<file path="src/rtl/seg7_pkg.sv">
// Shared types and helpers for the seg7 scan controller.
//   scan_state_t : BLANK (all anodes off) / SHOW (one digit lit)
//   SEG_OFF      : g..a pattern with every segment dark
//   SEG_MINUS    : g..a pattern for a lone minus sign (reserved)
//   an_onehot()  : one-hot anode pattern for a digit index, optionally inverted
package seg7_pkg;

  typedef enum logic {
    BLANK = 1'b0,
    SHOW  = 1'b1
  } scan_state_t;

  localparam logic [6:0] SEG_OFF   = 7'h00;
  localparam logic [6:0] SEG_MINUS = 7'h40;

  // Eight bits covers the largest supported display; callers keep the low
  // NUM_DIGITS bits.
  function automatic logic [7:0] an_onehot(input logic [2:0] idx, input logic active_low);
    logic [7:0] oh;
    oh = 8'b1 << idx;
    return active_low ? ~oh : oh;
  endfunction

endpackage

</file>
<file path="src/rtl/seg7_lz_mask.sv">
// Leading-zero mask for the scan controller.
//   value_i : NUM_DIGITS packed nibbles, digit 0 in bits [3:0]
//   en_i    : blanking enable
//   blank_o : bit i set when digit i and every more-significant digit are 0;
//             digit 0 is never blanked so a zero value still shows "0"
module seg7_lz_mask #(
  parameter int NUM_DIGITS = 4
) (
  input  logic [4*NUM_DIGITS-1:0] value_i,
  input  logic                    en_i,
  output logic [NUM_DIGITS-1:0]   blank_o
);

  logic zero_above;

  always_comb begin
    zero_above = 1'b1;
    blank_o    = '0;
    for (int i = NUM_DIGITS - 1; i >= 0; i--) begin
      zero_above = zero_above & (value_i[4*i +: 4] == 4'h0);
      if (i != 0) blank_o[i] = en_i & zero_above;
    end
  end

endmodule

</file>
<file path="src/rtl/seg7_scan_ctrl.sv">
// Time-multiplexed scan controller for a multi-digit 7-segment display that
// shares one external hex decoder between all digits.
//   clk, rst   : clock, asynchronous active-high reset
//   value_in   : packed nibbles, digit 0 (rightmost) in [3:0]
//   load       : strobe capturing value_in / blank_lz / dp_mask into pending
//   blank_lz   : leading-zero blanking enable, captured with the value
//   dp_mask    : decimal-point enables, one per digit
//   load_ack   : pulse when the pending value is committed (frame boundary)
//   frame_done : pulse at the end of the last digit's SHOW slot
//   digit_hex  : nibble for the external decoder, seg_in: its g..a result
//   seg_out    : registered {dp, g..a}; an: registered digit enables
//
// state | meaning
// BLANK | all anodes off for BLANK_CYC cycles before the next digit
// SHOW  | anode idx lit for SHOW_CYC cycles
module seg7_scan_ctrl
  import seg7_pkg::*;
#(
  parameter int NUM_DIGITS     = 4,
  parameter int SHOW_CYC       = 50000,
  parameter int BLANK_CYC      = 500,
  parameter int AN_ACTIVE_LOW  = 1,
  parameter int SEG_ACTIVE_LOW = 0
) (
  input  logic                    clk,
  input  logic                    rst,
  input  logic [4*NUM_DIGITS-1:0] value_in,
  input  logic                    load,
  input  logic                    blank_lz,
  input  logic [NUM_DIGITS-1:0]   dp_mask,
  output logic                    load_ack,
  output logic                    frame_done,
  output logic [3:0]              digit_hex,
  input  logic [6:0]              seg_in,
  output logic [7:0]              seg_out,
  output logic [NUM_DIGITS-1:0]   an
);

  localparam int MAX_CYC = (SHOW_CYC > BLANK_CYC) ? SHOW_CYC : BLANK_CYC;
  localparam int CNT_W   = (MAX_CYC > 1) ? $clog2(MAX_CYC) : 1;
  localparam int IDX_W   = $clog2(NUM_DIGITS);

  localparam logic [CNT_W-1:0]      SHOW_TC  = CNT_W'(SHOW_CYC - 1);
  localparam logic [CNT_W-1:0]      BLANK_TC = CNT_W'(BLANK_CYC - 1);
  localparam logic [IDX_W-1:0]      LAST_IDX = IDX_W'(NUM_DIGITS - 1);
  localparam logic [NUM_DIGITS-1:0] AN_OFF   = (AN_ACTIVE_LOW != 0) ? '1 : '0;
  localparam logic [7:0]            SEG_INV  = (SEG_ACTIVE_LOW != 0) ? 8'hFF : 8'h00;

  scan_state_t              state_q, state_d;
  logic [CNT_W-1:0]         cnt_q, cnt_d;
  logic [IDX_W-1:0]         idx_q, idx_d;
  logic [4*NUM_DIGITS-1:0]  disp_q, disp_d, pend_val_q, pend_val_d;
  logic [NUM_DIGITS-1:0]    dp_disp_q, dp_disp_d, pend_dp_q, pend_dp_d;
  logic                     blz_disp_q, blz_disp_d, pend_blz_q, pend_blz_d;
  logic                     pend_q, pend_d;
  logic [7:0]               seg_q, seg_d;
  logic [NUM_DIGITS-1:0]    an_q, an_d;

  logic                     term;
  logic                     frame_end;
  logic                     commit;
  logic [NUM_DIGITS-1:0]    blank_vec;
  logic [7:0]               an_sel;

  seg7_lz_mask #(.NUM_DIGITS(NUM_DIGITS)) u_lz_mask (
    .value_i (disp_q),
    .en_i    (blz_disp_q),
    .blank_o (blank_vec)
  );

  always_comb begin
    state_d    = state_q;
    cnt_d      = cnt_q + 1'b1;
    idx_d      = idx_q;
    disp_d     = disp_q;
    dp_disp_d  = dp_disp_q;
    blz_disp_d = blz_disp_q;
    pend_val_d = pend_val_q;
    pend_dp_d  = pend_dp_q;
    pend_blz_d = pend_blz_q;
    pend_d     = pend_q;

    term      = (state_q == SHOW) ? (cnt_q == SHOW_TC) : (cnt_q == BLANK_TC);
    frame_end = (state_q == SHOW) && term && (idx_q == LAST_IDX);
    commit    = frame_end && (pend_q || load);

    if (term) begin
      cnt_d = '0;
      if (state_q == BLANK) begin
        state_d = SHOW;
      end else begin
        state_d = BLANK;
        idx_d   = (idx_q == LAST_IDX) ? '0 : idx_q + 1'b1;
      end
    end

    if (load) begin
      pend_val_d = value_in;
      pend_dp_d  = dp_mask;
      pend_blz_d = blank_lz;
      pend_d     = 1'b1;
    end

    // A load landing on the boundary bypasses pending and goes straight up.
    if (commit) begin
      disp_d     = load ? value_in : pend_val_q;
      dp_disp_d  = load ? dp_mask  : pend_dp_q;
      blz_disp_d = load ? blank_lz : pend_blz_q;
      pend_d     = 1'b0;
    end

    seg_d = (blank_vec[idx_q] ? {1'b0, SEG_OFF} : {dp_disp_q[idx_q], seg_in}) ^ SEG_INV;

    an_sel = an_onehot(3'(idx_q), AN_ACTIVE_LOW != 0);
    an_d   = (state_q == SHOW) ? an_sel[NUM_DIGITS-1:0] : AN_OFF;
  end

  always_ff @(posedge clk or posedge rst) begin
    if (rst) begin
      state_q    <= BLANK;
      cnt_q      <= '0;
      idx_q      <= '0;
      disp_q     <= '0;
      dp_disp_q  <= '0;
      blz_disp_q <= 1'b0;
      pend_val_q <= '0;
      pend_dp_q  <= '0;
      pend_blz_q <= 1'b0;
      pend_q     <= 1'b0;
      seg_q      <= {1'b0, SEG_OFF} ^ SEG_INV;
      an_q       <= AN_OFF;
    end else begin
      state_q    <= state_d;
      cnt_q      <= cnt_d;
      idx_q      <= idx_d;
      disp_q     <= disp_d;
      dp_disp_q  <= dp_disp_d;
      blz_disp_q <= blz_disp_d;
      pend_val_q <= pend_val_d;
      pend_dp_q  <= pend_dp_d;
      pend_blz_q <= pend_blz_d;
      pend_q     <= pend_d;
      seg_q      <= seg_d;
      an_q       <= an_d;
    end
  end

  assign digit_hex  = disp_q[4*idx_q +: 4];
  assign frame_done = frame_end;
  assign load_ack   = commit;
  assign seg_out    = seg_q;
  assign an         = an_q;

endmodule

</file>
<file path="config.mk">
export PLATFORM = sky130hd
export DESIGN_NAME = seg7_scan_ctrl
export DESIGN_NICKNAME = d
export VERILOG_FILES = /design/src/rtl/seg7_pkg.sv /design/src/rtl/seg7_lz_mask.sv /design/src/rtl/seg7_scan_ctrl.sv
export SDC_FILE = /design/constraint.sdc
export NUM_CORES = 1
export LEC_CHECK = 0
export BUFFER_PORTS_ARGS = -buffer_cell sky130_fd_sc_hd__buf_2
export CORE_ASPECT_RATIO = 0.5
export CORE_MARGIN = 5
export CORE_UTILIZATION = 44
export DETAILED_ROUTE_END_ITERATION = 8
export PLACE_DENSITY_LB_ADDON = 0.3
export RECOVER_POWER = 50
export SLEW_MARGIN = 10
export SYNTH_ARGS = -nofsm -noshare
export SYNTH_HDL_FRONTEND = slang
export SYNTH_HIERARCHICAL = 1
export SYNTH_SLANG_ARGS = --single-unit
</file>
<file path="constraint.sdc">
create_clock -name clk -period 2.6 [get_ports clk]
set_input_delay 0.13 -clock clk [delete_from_list [all_inputs] [get_ports clk]]
set_output_delay 0.13 -clock clk [all_outputs]
set_load 0.005 [all_outputs]
</file>
==> results of run 1 <==
==> sequential cells by signal (all words and copies together) (netlist names) <==
| name | flops |
|---|---|
| pend_val_q | 16 |
| dp_disp_q | 4 |
| an | 4 |
| idx_q | 2 |
| pend_blz_q | 1 |
| state_q | 1 |
| pend_dp_q | 4 |
| disp_q | 16 |
| pend_q | 1 |
| cnt_q | 16 |
| seg_out | 8 |
| blz_disp_q | 1 |
==> path summary, 6_finish.rpt <==
kind,from,end,slack (ns),cells after the start
worst max-delay path,state_q,load_ack,0.30,5
max in group asynchronous,rst,pend_dp_q[1],0.66,4
min in group asynchronous,rst,cnt_q[10],0.67,3
worst max register to register,state_q,disp_q[14],0.42,5
worst min-delay path,seg_in[1],seg_out[1],0.03,2
worst min register to register,cnt_q[0],cnt_q[0],0.49,1
==> critical path, cell delays in order, from the launching register on <==
cell,delay (ns)
dfrtp_1,0.51
nand4_1,0.12
o41a_1,0.41
nor4_4,0.29
buf_4,0.33
buf_2,0.18
==> cell usage after synthesis (2+ instances only) <==
cell type / count / share of area
nor2b_1: 9 / 0.018
xor2_1: 6 / 0.017
dfstp_2: 4 / 0.033
nor4_1: 2 / 0.0040
nor3_1: 9 / 0.014
ha_1: 5 / 0.020
or4_1: 2 / 0.0047
inv_1: 7 / 0.0083
nor2_1: 16 / 0.019
buf_6: 2 / 0.0071
nand2_1: 8 / 0.0095
mux2_2: 43 / 0.15
mux4_2: 6 / 0.043
buf_1: 2 / 0.0024
and4_1: 2 / 0.0055
clkbuf_1: 2 / 0.0024
xnor2_1: 9 / 0.025
buf_4: 2 / 0.0047
nand4_1: 4 / 0.0079
dfrtp_1: 70 / 0.55
nand3_1: 4 / 0.0063
==> report_power, final <==
group / internal, mW / switching [mW]
clock network: 0.891 / 0.436
logic: 0.0706 / 0.0656
registers: 1.20 / 0.0185
==> through the flow <==
step,cells,util
6_report,383,0.561
3_3_place_gp,366,0.515
5_1_grt,383,0.561
4_1_cts,383,0.565
2_1_floorplan,229,-
3_5_place_dp,366,0.515
==> routing by layer <==
metal,track usage,wire [microns],vias to the layer above
met5,0,0,-
met2,0.228,2940,45
met1,0.177,2530,985
li1,-,-,913
met3,0.0647,399,4
met4,0.0449,23,0
==> logic make-up after synthesis <==
group,count (synthesis),synth area share
muxes,50,0.199
xor gates and xnor gates,15,0.0415
DFF,74,0.587
buffers and inverters,16,0.0265
AOI/OAI and AO/OA,4,0.00989
other,1,0.00119
adders and majority gates,5,0.0198
and+or+nand+nor,64,0.115
==> final cells by class <==
cell class,instances,share of cell area
Sequential cell,74,0.484
Multi-Input combinational cell,139,0.319
Timing Repair Buffer,55,0.0741
Clock buffer,12,0.0669
Tap cell,92,0.0300
Clock inverter,4,0.0192
Inverter,7,0.00685
==> impl_metrics.env, run 1 <==
export IMPL_synth_edf_count=0
export IMPL_dieArea_sq_mm=0.00909
export IMPL_cts_made_buffers=9
export IMPL_worst_slack_ns=0.297
export IMPL_synth_warnings=6
export IMPL_nets=322
export IMPL_synth_cells=229
export IMPL_pin_count=49
export IMPL_grt_usage=0.144
export IMPL_die_y_microns=70.0
export IMPL_tns_ns=0
export IMPL_final_area_sq_mm=0.00383
export IMPL_syn_area_per_cell_sq_um=13.8
export IMPL_synth_seq_area_share=0.587
export IMPL_finalSetupViolations=0
export IMPL_vias=1947
export IMPL_wirelength_mm=5.90
export IMPL_start_util=0.463
export IMPL_fp_coreArea_sq_mm=0.00683
export IMPL_io_buffer_count=48
export IMPL_finClkSkew_ns=0.0100
export IMPL_outcome="finished clean"
export IMPL_clockBufferDepth=2
export IMPL_clock_root_buffer="clkbuf_16"
export IMPL_cp_data_arrival_time_ns=2.17
export IMPL_cts_resized=0
export IMPL_dp_slack_ns=0.454
export IMPL_path_clk_slew_ns=0.06
export IMPL_clkSinkCount=74
export IMPL_relSlewSlack=0.189
export IMPL_rows=21
export IMPL_drtIter0Drc=150
export IMPL_area_growth_syn_to_layout_pct=21.2
export IMPL_synth_cell_types=36
export IMPL_ir_drop_v=0.000416
export IMPL_dr_pass1_iters=4
export IMPL_wl_per_cell_microns=15.4
export IMPL_required_ns=2.47
export IMPL_synth_seq_cells=74
export IMPL_dp_hpwl_mm=4.24
export IMPL_rsz0062_at_grt="false"
export IMPL_tightestPinTransition_ns=1.21
export IMPL_mostFrequentLayoutCells="dfrtp_1 (70), buf_2 (42), mux2_2 (40), nor2_1 (16)"
export IMPL_period_needed_ns=2.30
export IMPL_clock_latency_ns=0.33
export IMPL_crit_fanout=22
export IMPL_layout_commonest_cell="dfrtp_1"
export IMPL_cp_start_kind="flop"
export IMPL_place_area_sq_mm=0.00352
export IMPL_post_cts_setup_buffer_count=0
export IMPL_p_total_mw=2.69
export IMPL_gr_total_overflow=0
export IMPL_ys_flop_type="dfrtp_1"
export IMPL_grt_pass1_wl_mm=10.0
export IMPL_regArea_sq_mm=0.00186
export IMPL_syn_nets=265
export IMPL_min_period_over_period=0.886
export IMPL_grt_max_degree=43
export IMPL_finalHoldViolations=0
export IMPL_fin_hold_ws_ns=0.0250
export IMPL_hold_path_class="primary input to flop"
export IMPL_clock_fmax_mhz=434
export IMPL_antenna_cells=0
export IMPL_cts_tree="yes"
export IMPL_grt_pass1_vias=2033
export IMPL_antenna_left=0
export IMPL_async_flop_share=1.00
export IMPL_synth_area_sq_mm=0.00316
export IMPL_htreeDepth=3
export IMPL_drc=0
export IMPL_setup_worst_path_class="flop to output port"
export IMPL_critPathCaptureType="output port"
export IMPL_multiInputGateArea_sq_mm=0.00122
export IMPL_num_fill_cells=578
export IMPL_hold_buffers=1
export IMPL_final_max_slew_viol_count=0
export IMPL_p_leak_nw=1.78
export IMPL_maxCapViolCount=0
export IMPL_viasPerCell=5.08
export IMPL_drive_above_1_share=0.399
export IMPL_dieWidth_microns=130
export IMPL_p_per_area_mw_per_mm2=700
export IMPL_antenna_found_initial=0
export IMPL_gp_congestion=0.833
(Power assumes the default switching activity.)
==> inputs of run 2 (changes only) <==
==> constraint.sdc (replaced) <==
create_clock -name clk -period 2 [get_ports clk]
set_input_delay 0.1 -clock clk [delete_from_list [all_inputs] [get_ports clk]]
set_output_delay 0.1 -clock clk [all_outputs]
set_load 0.005 [all_outputs]
==> impl_metrics.env, run 2 (same netlist as run 1, synthesis figures left out) <==
export IMPL_dr_pass1_iters=4
export IMPL_holdPathStages=2
export IMPL_antenna_left=0
export IMPL_cts_tree="yes"
export IMPL_finClkSkew_ns=0.00617
export IMPL_hold_path_class="primary input to flop"
export IMPL_cp_start_kind="flop"
export IMPL_final_area_sq_mm=0.00422
export IMPL_grt_max_degree=75
export IMPL_finalHoldViolations=0
export IMPL_clock_root_buffer="clkbuf_16"
export IMPL_grt_pass1_wl_mm=10.9
export IMPL_final_max_slew_viol_count=0
export IMPL_p_int_mw=2.77
export IMPL_tightestPinTransition_ns=0.974
export IMPL_pin_count=49
export IMPL_ir_drop_v=0.000472
export IMPL_p_sw_frac=0.213
export IMPL_grt_pass1_vias=2259
export IMPL_fin_util=0.617
export IMPL_fin_hold_ws_ns=0.0162
export IMPL_dp_slack_ns=0.0260
export IMPL_vias=2027
export IMPL_place_area_sq_mm=0.00358
export IMPL_drtIter0Drc=91
export IMPL_drive_above_1_share=0.486
export IMPL_period_needed_ns=2.03
export IMPL_required_ns=2.21
export IMPL_maxCapViolCount=0
export IMPL_critPathCaptureType="flop"
export IMPL_viasPerCell=4.98
export IMPL_finalSetupViolations=8
export IMPL_io_buffer_count=48
export IMPL_outcome="finished, violations left"
export IMPL_cp_data_arrival_time_ns=2.24
export IMPL_p_per_area_mw_per_mm2=835
export IMPL_path_buf_inv=3
export IMPL_slowest_stage="dfrtp_1"
export IMPL_path_cells="nor4_4, a31oi_2, nor4_4, buf_6, buf_12, buf_12, mux2_4"
export IMPL_relSlewSlack=0.350
export IMPL_rows=21
export IMPL_cp_endpoint="disp_q[12]"
export IMPL_min_period_over_period=1.01
export IMPL_start_util=0.463
export IMPL_crit_start="cnt_q[14]"
export IMPL_r2r_end="disp_q[12]"
export IMPL_p_leak_nw=1.96
export IMPL_pwr_share_seq=0.451
export IMPL_violations="setup timing"
export IMPL_crit_fanout=7
export IMPL_htreeDepth=3
export IMPL_wl_per_cell_microns=15.9
export IMPL_p_clk_frac=0.493
export IMPL_worst_slack_ns=-0.0275
export IMPL_setup_worst_path_class="flop to flop"
export IMPL_wirelength_mm=6.48
export IMPL_antenna_found_initial=0
export IMPL_mostFrequentLayoutCells="dfrtp_1 (69), buf_2 (47), mux2_2 (28), nor2_1 (16), buf_4 (16)"
export IMPL_rrSetupSlack_ns=-0.03
export IMPL_dieWidth_microns=130
export IMPL_cp_num_cells=7
export IMPL_path_clk_slew_ns=0.06
export IMPL_r2r_start="cnt_q[14]"
export IMPL_drc=0
export IMPL_clock_fmax_mhz=493
export IMPL_critPathTopFamily="simple AND/OR/NAND/NOR gates"
export IMPL_cpPeakStageDelay_ns=0.42
export IMPL_nets=346
export IMPL_ff2ff_path_depth=7
export IMPL_rsz0062_at_grt="true"
export IMPL_gr_total_overflow=0
export IMPL_p_switching_mw=0.750
export IMPL_gp_congestion=0.773
export IMPL_dp_hpwl_mm=4.23
export IMPL_area_growth_syn_to_layout_pct=33.3
export IMPL_dieArea_sq_mm=0.00909
export IMPL_die_y_microns=70.0
export IMPL_grt_usage=0.156
export IMPL_top_regs="cnt_q (16), disp_q (16), pend_val_q (16)"
export IMPL_comb_power_share=0.055
export IMPL_tns_ns=-0.152
export IMPL_cts_made_buffers=9
export IMPL_antenna_cells=0
export IMPL_layout_commonest_cell="dfrtp_1"
export IMPL_fp_coreArea_sq_mm=0.00683
export IMPL_clockBufferDepth=2
export IMPL_clkSinkCount=74
export IMPL_clock_latency_ns=0.34
run 2: cell count changes in the layout (fill, tap and decap cells not counted), sizes merged:
cell | before | now
buf | 46 | 72
clkbuf | 20 | 10
inv | 7 | 8
clkinv | 2 | 3
dlygate4sd3 | 1 | 6
clkinvlp | 0 | 1
run 2: metal layers:
| layer | up-vias | part of all wire | GRT usage |
|---|---|---|---|
| met5 | - | 0 | 0 |
| met4 | 0 | 0.016 | 0.0530 |
| met3 | 13 | 0.050 | 0.0609 |
| met2 | 37 | 0.52 | 0.265 |
| met1 | 1015 | 0.41 | 0.179 |
| li1 | 962 | - | - |
run 2: per-stage QoR:
| stage | cells | power [mW] |
|---|---|---|
| 5_1_grt | 407 | 3.65 |
| 6_report | 407 | 3.52 |
| 2_1_floorplan | 229 | 1.72 |
| 3_3_place_gp | 373 | 1.79 |
| 3_5_place_dp | 373 | 1.80 |
| 4_1_cts | 406 | 3.55 |
run 2: worst reg2reg max path: stages (launching register included):
cell and delay, ns:
dfrtp_1 0.42, nor4_4 0.31, a31oi_2 0.20, nor4_4 0.26
buf_6 0.17, buf_12 0.13, buf_12 0.12, mux2_4 0.29
run 2: worst min path at each step:
stage,endpoint,slack [ns],from
6_report,seg_out[6],0.02,seg_in[6]
5_1_grt,pend_val_q[2],0.006,value_in[2]
4_1_cts,seg_out[0],0.005,seg_in[0]
3_5_place_dp,cnt_q[10],0.21,rst
3_3_place_gp,cnt_q[7],0.20,rst
2_1_floorplan,seg_out[0],0.24,seg_in[0]
run 2: power groups by stage:
| stage | combinational, mW | sequential, mW | clock [mW] |
|---|---|---|---|
| after detailed placement | 0.186 | 1.62 | 0 |
| after global routing | 0.220 | 1.60 | 1.84 |
| after global placement | 0.178 | 1.61 | 0 |
| after floorplan | 0.114 | 1.61 | 0 |
| after CTS | 0.195 | 1.59 | 1.77 |
| final | 0.195 | 1.59 | 1.74 |
run 2: layout make-up:
cell class,instances,area (sq um)
inverters,7,26.3
clock buffers,9,225
well taps,92,115
flip-flops and latches,74,1860
multi-input cells,139,1330
fillers,529,2620
clock inverters,7,103
repair buffers,79,558
run 2: timing repair:
| action | CTS | global route |
|---|---|---|
| setup buffers | 10 | 1 |
| pin swaps | 4 | 2 |
| endpoints found under the setup margin | 2 | 20 |
| endpoints found under the hold margin | 74 | 1 |
| resized for setup | 10 | 22 |
| hold buffers | 5 | 1 |
| gates cloned | 2 | 0 |
